### config.mk
export PLATFORM = sky130hd
export DESIGN_NAME = router_fsm_flat
export DESIGN_NICKNAME = d
export VERILOG_FILES = /design/src/rtl/router_fsm_pkg.sv /design/src/rtl/router_fsm_if.sv /design/src/rtl/router_fsm.sv /design/src/flat_wrapper.sv
export SDC_FILE = /design/constraint.sdc
export NUM_CORES = 1
export LEC_CHECK = 0
export CAP_MARGIN = 20
export CORE_UTILIZATION = 41
export DETAILED_ROUTE_END_ITERATION = 8
export GPL_TIMING_DRIVEN = 0
export PLACE_DENSITY = 0.74
export SETUP_SLACK_MARGIN = 0.2
export SLEW_MARGIN = 20
export SYNTH_ARGS = -nofsm -noshare
export SYNTH_HDL_FRONTEND = slang
export SYNTH_SLANG_ARGS = --single-unit
### constraint.sdc
create_clock -name clock -period 1.6 [get_ports clock]
set_clock_uncertainty 0.15 [all_clocks]
set_input_delay 0.24 -clock clock [delete_from_list [all_inputs] [get_ports clock]]
set_output_delay 0.24 -clock clock [all_outputs]
set_load 0.01 [all_outputs]
### src/rtl/router_fsm_pkg.sv
// Shared state encoding and address width for the router input-stage control FSM.
package router_fsm_pkg;

  localparam int ADDR_W = 2;

  localparam logic [2:0] ST_DECODE_ADDRESS     = 3'd0;
  localparam logic [2:0] ST_LOAD_FIRST_DATA    = 3'd1;
  localparam logic [2:0] ST_LOAD_DATA          = 3'd2;
  localparam logic [2:0] ST_FIFO_FULL_STATE    = 3'd3;
  localparam logic [2:0] ST_LOAD_AFTER_FULL    = 3'd4;
  localparam logic [2:0] ST_LOAD_PARITY        = 3'd5;
  localparam logic [2:0] ST_CHECK_PARITY_ERROR = 3'd6;
  localparam logic [2:0] ST_WAIT_TILL_EMPTY    = 3'd7;

  typedef enum logic [2:0] {
    DECODE_ADDRESS     = ST_DECODE_ADDRESS,
    LOAD_FIRST_DATA    = ST_LOAD_FIRST_DATA,
    LOAD_DATA          = ST_LOAD_DATA,
    FIFO_FULL_STATE    = ST_FIFO_FULL_STATE,
    LOAD_AFTER_FULL    = ST_LOAD_AFTER_FULL,
    LOAD_PARITY        = ST_LOAD_PARITY,
    CHECK_PARITY_ERROR = ST_CHECK_PARITY_ERROR,
    WAIT_TILL_EMPTY    = ST_WAIT_TILL_EMPTY
  } state_t;

endpackage

### src/rtl/router_fsm_if.sv
// Control bundle between the router FSM and the source/router_reg/FIFO side.
interface router_fsm_if #(parameter int NUM_PORTS = 3);

  logic                 pkt_valid;
  logic [1:0]           data_in;
  logic                 fifo_full;
  logic [NUM_PORTS-1:0] fifo_empty;
  logic [NUM_PORTS-1:0] soft_reset;
  logic                 parity_done;
  logic                 low_pkt_valid;
  logic                 write_enb_reg;
  logic                 detect_add;
  logic                 lfd_state;
  logic                 ld_state;
  logic                 laf_state;
  logic                 full_state;
  logic                 rst_int_reg;
  logic                 busy;

  // Environment side: source, FIFOs and router_reg status.
  modport master (
    output pkt_valid, data_in, fifo_full, fifo_empty, soft_reset,
           parity_done, low_pkt_valid,
    input  write_enb_reg, detect_add, lfd_state, ld_state, laf_state,
           full_state, rst_int_reg, busy
  );

  // FSM side.
  modport slave (
    input  pkt_valid, data_in, fifo_full, fifo_empty, soft_reset,
           parity_done, low_pkt_valid,
    output write_enb_reg, detect_add, lfd_state, ld_state, laf_state,
           full_state, rst_int_reg, busy
  );

endinterface

### src/rtl/router_fsm.sv
// Router input-stage control FSM: header decode, FIFO wait, payload/parity sequencing.
//
// state              | meaning
// DECODE_ADDRESS     | idle, waiting for a header with a valid address
// LOAD_FIRST_DATA    | header byte written into router_reg
// LOAD_DATA          | payload bytes streaming into the FIFO
// FIFO_FULL_STATE    | destination FIFO full, source held off
// LOAD_AFTER_FULL    | write the byte held during the full condition
// LOAD_PARITY        | parity byte written
// CHECK_PARITY_ERROR | router_reg compares parity, internal regs cleared
// WAIT_TILL_EMPTY    | destination FIFO still draining a previous packet
module router_fsm
  import router_fsm_pkg::*;
#(
  parameter int NUM_PORTS = 3
) (
  input logic           clock,
  input logic           resetn,
  router_fsm_if.slave   bus
);

  localparam logic [2:0] NUM_PORTS_W = 3'(NUM_PORTS);

  state_t            state_q;
  state_t            state_nxt;
  logic [ADDR_W-1:0] dest_q;
  logic [3:0]        empty_ext;
  logic [3:0]        soft_ext;
  logic              addr_ok;

  logic write_enb_q;
  logic detect_add_q;
  logic lfd_state_q;
  logic ld_state_q;
  logic laf_state_q;
  logic full_state_q;
  logic rst_int_reg_q;
  logic busy_q;

  // Widen per-port flags to the full address space so any 2-bit index is in range.
  always_comb begin
    empty_ext = '0;
    soft_ext  = '0;
    for (int i = 0; i < NUM_PORTS; i++) begin
      empty_ext[i] = bus.fifo_empty[i];
      soft_ext[i]  = bus.soft_reset[i];
    end
  end

  assign addr_ok = ({1'b0, bus.data_in} < NUM_PORTS_W);

  always_comb begin
    state_nxt = state_q;
    unique case (state_q)
      DECODE_ADDRESS: begin
        if (bus.pkt_valid && addr_ok) begin
          state_nxt = empty_ext[bus.data_in] ? LOAD_FIRST_DATA : WAIT_TILL_EMPTY;
        end
      end
      WAIT_TILL_EMPTY: begin
        if (empty_ext[dest_q]) state_nxt = LOAD_FIRST_DATA;
      end
      LOAD_FIRST_DATA: state_nxt = LOAD_DATA;
      LOAD_DATA: begin
        if (bus.fifo_full)       state_nxt = FIFO_FULL_STATE;
        else if (!bus.pkt_valid) state_nxt = LOAD_PARITY;
      end
      FIFO_FULL_STATE: begin
        if (!bus.fifo_full) state_nxt = LOAD_AFTER_FULL;
      end
      LOAD_AFTER_FULL: begin
        if (bus.parity_done)        state_nxt = DECODE_ADDRESS;
        else if (bus.low_pkt_valid) state_nxt = LOAD_PARITY;
        else                        state_nxt = LOAD_DATA;
      end
      LOAD_PARITY: state_nxt = CHECK_PARITY_ERROR;
      CHECK_PARITY_ERROR: begin
        state_nxt = bus.fifo_full ? FIFO_FULL_STATE : DECODE_ADDRESS;
      end
      default: state_nxt = DECODE_ADDRESS;
    endcase
    // A timeout on the selected FIFO abandons the packet from any active state.
    if (state_q != DECODE_ADDRESS && soft_ext[dest_q]) state_nxt = DECODE_ADDRESS;
  end

  // Outputs are decoded from the next state so they appear registered alongside it.
  always_ff @(posedge clock or negedge resetn) begin
    if (!resetn) begin
      state_q       <= DECODE_ADDRESS;
      dest_q        <= '0;
      write_enb_q   <= 1'b0;
      detect_add_q  <= 1'b1;
      lfd_state_q   <= 1'b0;
      ld_state_q    <= 1'b0;
      laf_state_q   <= 1'b0;
      full_state_q  <= 1'b0;
      rst_int_reg_q <= 1'b0;
      busy_q        <= 1'b0;
    end else begin
      state_q <= state_nxt;
      if (state_q == DECODE_ADDRESS && bus.pkt_valid && addr_ok) dest_q <= bus.data_in;
      write_enb_q   <= (state_nxt == LOAD_DATA) || (state_nxt == LOAD_AFTER_FULL) ||
                       (state_nxt == LOAD_PARITY);
      detect_add_q  <= (state_nxt == DECODE_ADDRESS);
      lfd_state_q   <= (state_nxt == LOAD_FIRST_DATA);
      ld_state_q    <= (state_nxt == LOAD_DATA);
      laf_state_q   <= (state_nxt == LOAD_AFTER_FULL);
      full_state_q  <= (state_nxt == FIFO_FULL_STATE);
      rst_int_reg_q <= (state_nxt == CHECK_PARITY_ERROR);
      busy_q        <= (state_nxt != DECODE_ADDRESS) && (state_nxt != LOAD_DATA);
    end
  end

  assign bus.write_enb_reg = write_enb_q;
  assign bus.detect_add    = detect_add_q;
  assign bus.lfd_state     = lfd_state_q;
  assign bus.ld_state      = ld_state_q;
  assign bus.laf_state     = laf_state_q;
  assign bus.full_state    = full_state_q;
  assign bus.rst_int_reg   = rst_int_reg_q;
  assign bus.busy          = busy_q;

endmodule

### src/flat_wrapper.sv
// flat-port wrapper written by rule: the top's interface ports become plain ports
module router_fsm_flat import router_fsm_pkg::*;
#(
  parameter int NUM_PORTS = 3
)
  (clock, resetn, bus_pkt_valid, bus_data_in, bus_fifo_full, bus_fifo_empty, bus_soft_reset, bus_parity_done, bus_low_pkt_valid, bus_write_enb_reg, bus_detect_add, bus_lfd_state, bus_ld_state, bus_laf_state, bus_full_state, bus_rst_int_reg, bus_busy);
  router_fsm_if #(.NUM_PORTS(NUM_PORTS)) bus_i ();
  input logic clock;
  input logic resetn;
  input wire logic [$bits(bus_i.pkt_valid)-1:0] bus_pkt_valid;
  input wire logic [$bits(bus_i.data_in)-1:0] bus_data_in;
  input wire logic [$bits(bus_i.fifo_full)-1:0] bus_fifo_full;
  input wire logic [$bits(bus_i.fifo_empty)-1:0] bus_fifo_empty;
  input wire logic [$bits(bus_i.soft_reset)-1:0] bus_soft_reset;
  input wire logic [$bits(bus_i.parity_done)-1:0] bus_parity_done;
  input wire logic [$bits(bus_i.low_pkt_valid)-1:0] bus_low_pkt_valid;
  output wire logic [$bits(bus_i.write_enb_reg)-1:0] bus_write_enb_reg;
  output wire logic [$bits(bus_i.detect_add)-1:0] bus_detect_add;
  output wire logic [$bits(bus_i.lfd_state)-1:0] bus_lfd_state;
  output wire logic [$bits(bus_i.ld_state)-1:0] bus_ld_state;
  output wire logic [$bits(bus_i.laf_state)-1:0] bus_laf_state;
  output wire logic [$bits(bus_i.full_state)-1:0] bus_full_state;
  output wire logic [$bits(bus_i.rst_int_reg)-1:0] bus_rst_int_reg;
  output wire logic [$bits(bus_i.busy)-1:0] bus_busy;
  assign bus_i.pkt_valid = bus_pkt_valid;
  assign bus_i.data_in = bus_data_in;
  assign bus_i.fifo_full = bus_fifo_full;
  assign bus_i.fifo_empty = bus_fifo_empty;
  assign bus_i.soft_reset = bus_soft_reset;
  assign bus_i.parity_done = bus_parity_done;
  assign bus_i.low_pkt_valid = bus_low_pkt_valid;
  assign bus_write_enb_reg = bus_i.write_enb_reg;
  assign bus_detect_add = bus_i.detect_add;
  assign bus_lfd_state = bus_i.lfd_state;
  assign bus_ld_state = bus_i.ld_state;
  assign bus_laf_state = bus_i.laf_state;
  assign bus_full_state = bus_i.full_state;
  assign bus_rst_int_reg = bus_i.rst_int_reg;
  assign bus_busy = bus_i.busy;
  router_fsm #(.NUM_PORTS(NUM_PORTS)) u_core (.clock(clock), .resetn(resetn), .bus(bus_i));
endmodule
==> results by group, run 1 <==
Outcome
  – Status: finished, violations left
  – Failing checks: setup timing

Synthesis
  – Post-synth top flop: dfrtp_1
  – Area contributors post-synth: dfrtp_1 (40%), mux2i_1 (5.3%), dfstp_2 (3.5%)
  – Most numerous cell in the Yosys netlist: dfrtp_1
  – Syn. warnings: 0
  – Mapped cell area: 752 um2
  – Number of distinct library cells after synthesis: 37
  – Number of synthesized flops with an enable pin: 0
  – Gate Count Post-Synth: 72
  – Mapped Nets: 86
  – Post-synth top cells: dfrtp_1 (12), nor2_1 (7), mux2i_1 (4), nand2_1 (4), o21ai_0 (3)
  – Ys async rst share: 1.00
  – Leading area contributor after synthesis: dfrtp_1
  – FF+latch count, synth: 13
  – Syn_area_per_cell: 10.4 um2
  – Post-synth top area share: 0.399
  – Sequential share of the synthesized area: 0.434

Timing
  – Final setup margin: -133 ps
  – Max_slew headroom: 0.640
  – Hold Violations, Final: 0
  – Max frequency: 577 MHz
  – Worst slew pin tran: 538 ps
  – Slew Limit Fails: 0
  – Setup Viol. Count Final: 11
  – Setup repair after global routing missed its margin: true
  – Tmin final: 1730 ps
  – Final period utilization: 1.08
  – Hold Slack: 176 ps

Floorplanning
  – Cell Rows: 15
  – Die Span Y: 44.8 um
  – I/O Pins: 22
  – Initial cell density of the core: 0.436
  – Area of the core: 1730 um2
  – Die width: 44.8 um
  – DIE AREA: 2010 um2

Job
  – Max cap viols: 0

Pwr
  – Psw: 838 uW
  – Comb power frac: 0.659
  – Reg power frac: 0.253
  – Switching share of power: 0.396
  – Power Dens Cells: 1810 nW/um2
  – Leakage power: 0.554 nW
  – Pint: 1.28 mW
  – Clk pwr share: 0.088
  – VDD IR max: 0.00109 V

Drt
  – WL/cell: 12.7 um
  – Detailed Route WL: 1.71 mm
  – Number of vias per cell: 4.99
  – Detailed Routing Iterations Pass 1: 4
  – Initial DRC Count: 7
  – Residual DRC: 0
  – DR vias: 673
  – Number of routed nets with antenna violations: 0

Clock network
  – Clock slew seen by the registers of the worst setup and hold paths: 70 ps
  – Cts hold-fix bufs: 0
  – CTS tree: built
  – CTS root buffer: clkbuf_4
  – Num CTS Buffers: 3
  – Clock Sinks: 13
  – Worst-Skew Late Latency: 260 ps
  – H-tree Lvls: 1
  – Max clock buf depth: 2

Cells and area
  – Area growth from synthesis to layout: 55.2%
  – Top reg by flops: u_core.state_q
  – Fin util: 0.676
  – ANT cells: 0
  – Largest register FFs: 3
  – NumNets Final: 125
  – Filler cells: 152
  – Top Registers: u_core.state_q x3, u_core.dest_q x2
  – Ratio of cells with drive above 1 in the final layout: 0.400

GRT
  – Largest net degree at the start of global routing: 14
  – Vias in the first global route: 595
  – GRT Total Usage: 0.181
  – First-pass GRT wire length: 2.57 mm
  – Total gr overflow: 0
  – Initial antenna violation count: 0

Critical path
  – WP data arrival: 1770 ps
  – CP cell instances: buf_6 -> and3_4 -> o211ai_1 -> o2111ai_2 -> or3_1 -> o21ai_2
  – Worst reg2reg setup slack: -130 ps
  – Crit. End Element: flip-flop
  – WS Path Type: reg -> reg
  – Critical Path Start Type: flip-flop
  – Slowest-stage cell, CP: dfrtp_1
  – Crit path required time: 1640 ps
  – Delay-heaviest family, CP: simple AND/OR/NAND/NOR gates
  – WP buf/inv: 1
  – Crit-path max FO: 5
  – Crit-path max cell delay: 400 ps

Place
  – Gp weighted congestion: 0.808
  – Hpwl dp: 1.16 mm
  – I/O Buffers: 21

Min path
  – Hold WC Path Type: in -> async
## worst reg2reg max path, delay by kind of cell, from the launching register on
kind | cells | cell delay (ps)
DFF | 1 | 400
buffers and inverters | 1 | 140
AOI/OAI and AO/OA | 3 | 410
and+or+nand+nor | 2 | 550
## final cells by class
type,instances,area (um2),share of cell area
multi-input cells,53,444,0.380
inverters,3,11.3,0.00965
repair buffers,34,294,0.252
flip-flops and latches,13,327,0.280
well taps,25,31.3,0.0268
clock buffers,4,26.3,0.0225
plain buffers,3,33.8,0.0289
## placed cells by master, fill, tap and decap left out, drive strengths merged
cell type and count:
a21oi 1, a31oi 2, a32o 1, a32oi 1, and2b 2, and3 1, and3b 1, buf 16
clkbuf 5, clkdlybuf4s50 12, dfrtp 12, dfstp 1, dlygate4sd2 8, inv 3, mux2 2, mux2i 4
nand2 4, nand2b 3, nand3 1, nand3b 2, nor2 7, nor2b 1, nor3 4, nor3b 2
o2111a 1, o2111ai 1, o211a 1, o211ai 1, o21ai 5, o22a 1, or2 2, or3 2
## cell families (layout without fill, tap and decap cells)
logic type / count (synthesis) / after routing / share of synthesized area
muxes: 6 / 6 / 0.0832
AOI/OAI and AO/OA: 15 / 15 / 0.155
buffers and inverters: 6 / 44 / 0.0549
and+or+nand+nor: 32 / 32 / 0.273
DFF: 13 / 13 / 0.434
## final timing paths
check | start | end | cells after the start
worst min register to register | u_core.dest_q[1]$_DFFE_PN0P_ | u_core.dest_q[1]$_DFFE_PN0P_ | 1
max in group asynchronous | resetn | u_core.bus.detect_add$_DFF_PN1_ | 1
min in group clock | bus_data_in[1] | u_core.dest_q[1]$_DFFE_PN0P_ | 2
worst min-delay path | resetn | u_core.bus.laf_state$_DFF_PN0_ | 1
worst max register to register | u_core.state_q[0]$_DFF_PN0_ | u_core.bus.write_enb_reg$_DFF_PN0_ | 6
worst max-delay path | u_core.state_q[0]$_DFF_PN0_ | u_core.bus.write_enb_reg$_DFF_PN0_ | 6
## power by group through the flow
stage	registers [mW]	logic (mW)	clock network [mW]
global route	0.554	1.50	0.205
floorplan	0.565	0.724	0
finish	0.536	1.40	0.186
global placement	0.538	1.03	0
detailed placement	0.545	1.05	0
CTS	0.530	1.26	0.193
## metal layers
layer / part of all wire / vias up / track usage
met4: 0.013 / 0 / 0.0909
met1: 0.43 / 329 / 0.230
met2: 0.54 / 5 / 0.312
met3: 0.014 / 2 / 0.0120
met5: 0 / - / 0
li1: - / 337 / -
## timing repair
action	in CTS	in global routing
setup buffers	10	1
cloned	0	2
hold endpoints to repair	0	0
resized for setup	17	6
setup endpoints to repair	21	14
pin swaps	8	5
## stage by stage
step	total power, mW	worst slack [ps]	cells	instance area (um2)	setup TNS, ps
global route	2.26	-226	135	1170	-1990
CTS	1.98	-150	132	1130	-589
global placement	1.57	-436	118	1010	-3150
detailed placement	1.59	-474	118	1010	-3400
floorplan	1.29	-24.3	72	768	-45.9
finish	2.12	-133	135	1170	-900
(Power assumes the default switching activity.)
==> run 2, diff against run 1 <==
--- a/config.mk
+++ b/config.mk
@@ -7,6 +7,7 @@
 export LEC_CHECK = 0
 export CAP_MARGIN = 20
 export CORE_UTILIZATION = 41
+export CTS_CLUSTER_SIZE = 16
 export DETAILED_ROUTE_END_ITERATION = 8
 export GPL_TIMING_DRIVEN = 0
 export PLACE_DENSITY = 0.74
==> results of run 2 <==
Same layout as run 1: the final DEF is identical, and so are final timing and power.
==> run 3, diff against run 2 <==
--- a/config.mk
+++ b/config.mk
@@ -9,6 +9,7 @@
 export CORE_UTILIZATION = 41
 export CTS_CLUSTER_SIZE = 16
 export DETAILED_ROUTE_END_ITERATION = 8
+export GPL_ROUTABILITY_DRIVEN = 0
 export GPL_TIMING_DRIVEN = 0
 export PLACE_DENSITY = 0.74
 export SETUP_SLACK_MARGIN = 0.2
==> results of run 3 <==
Same layout as run 1: the final DEF is identical, and so are final timing and power.
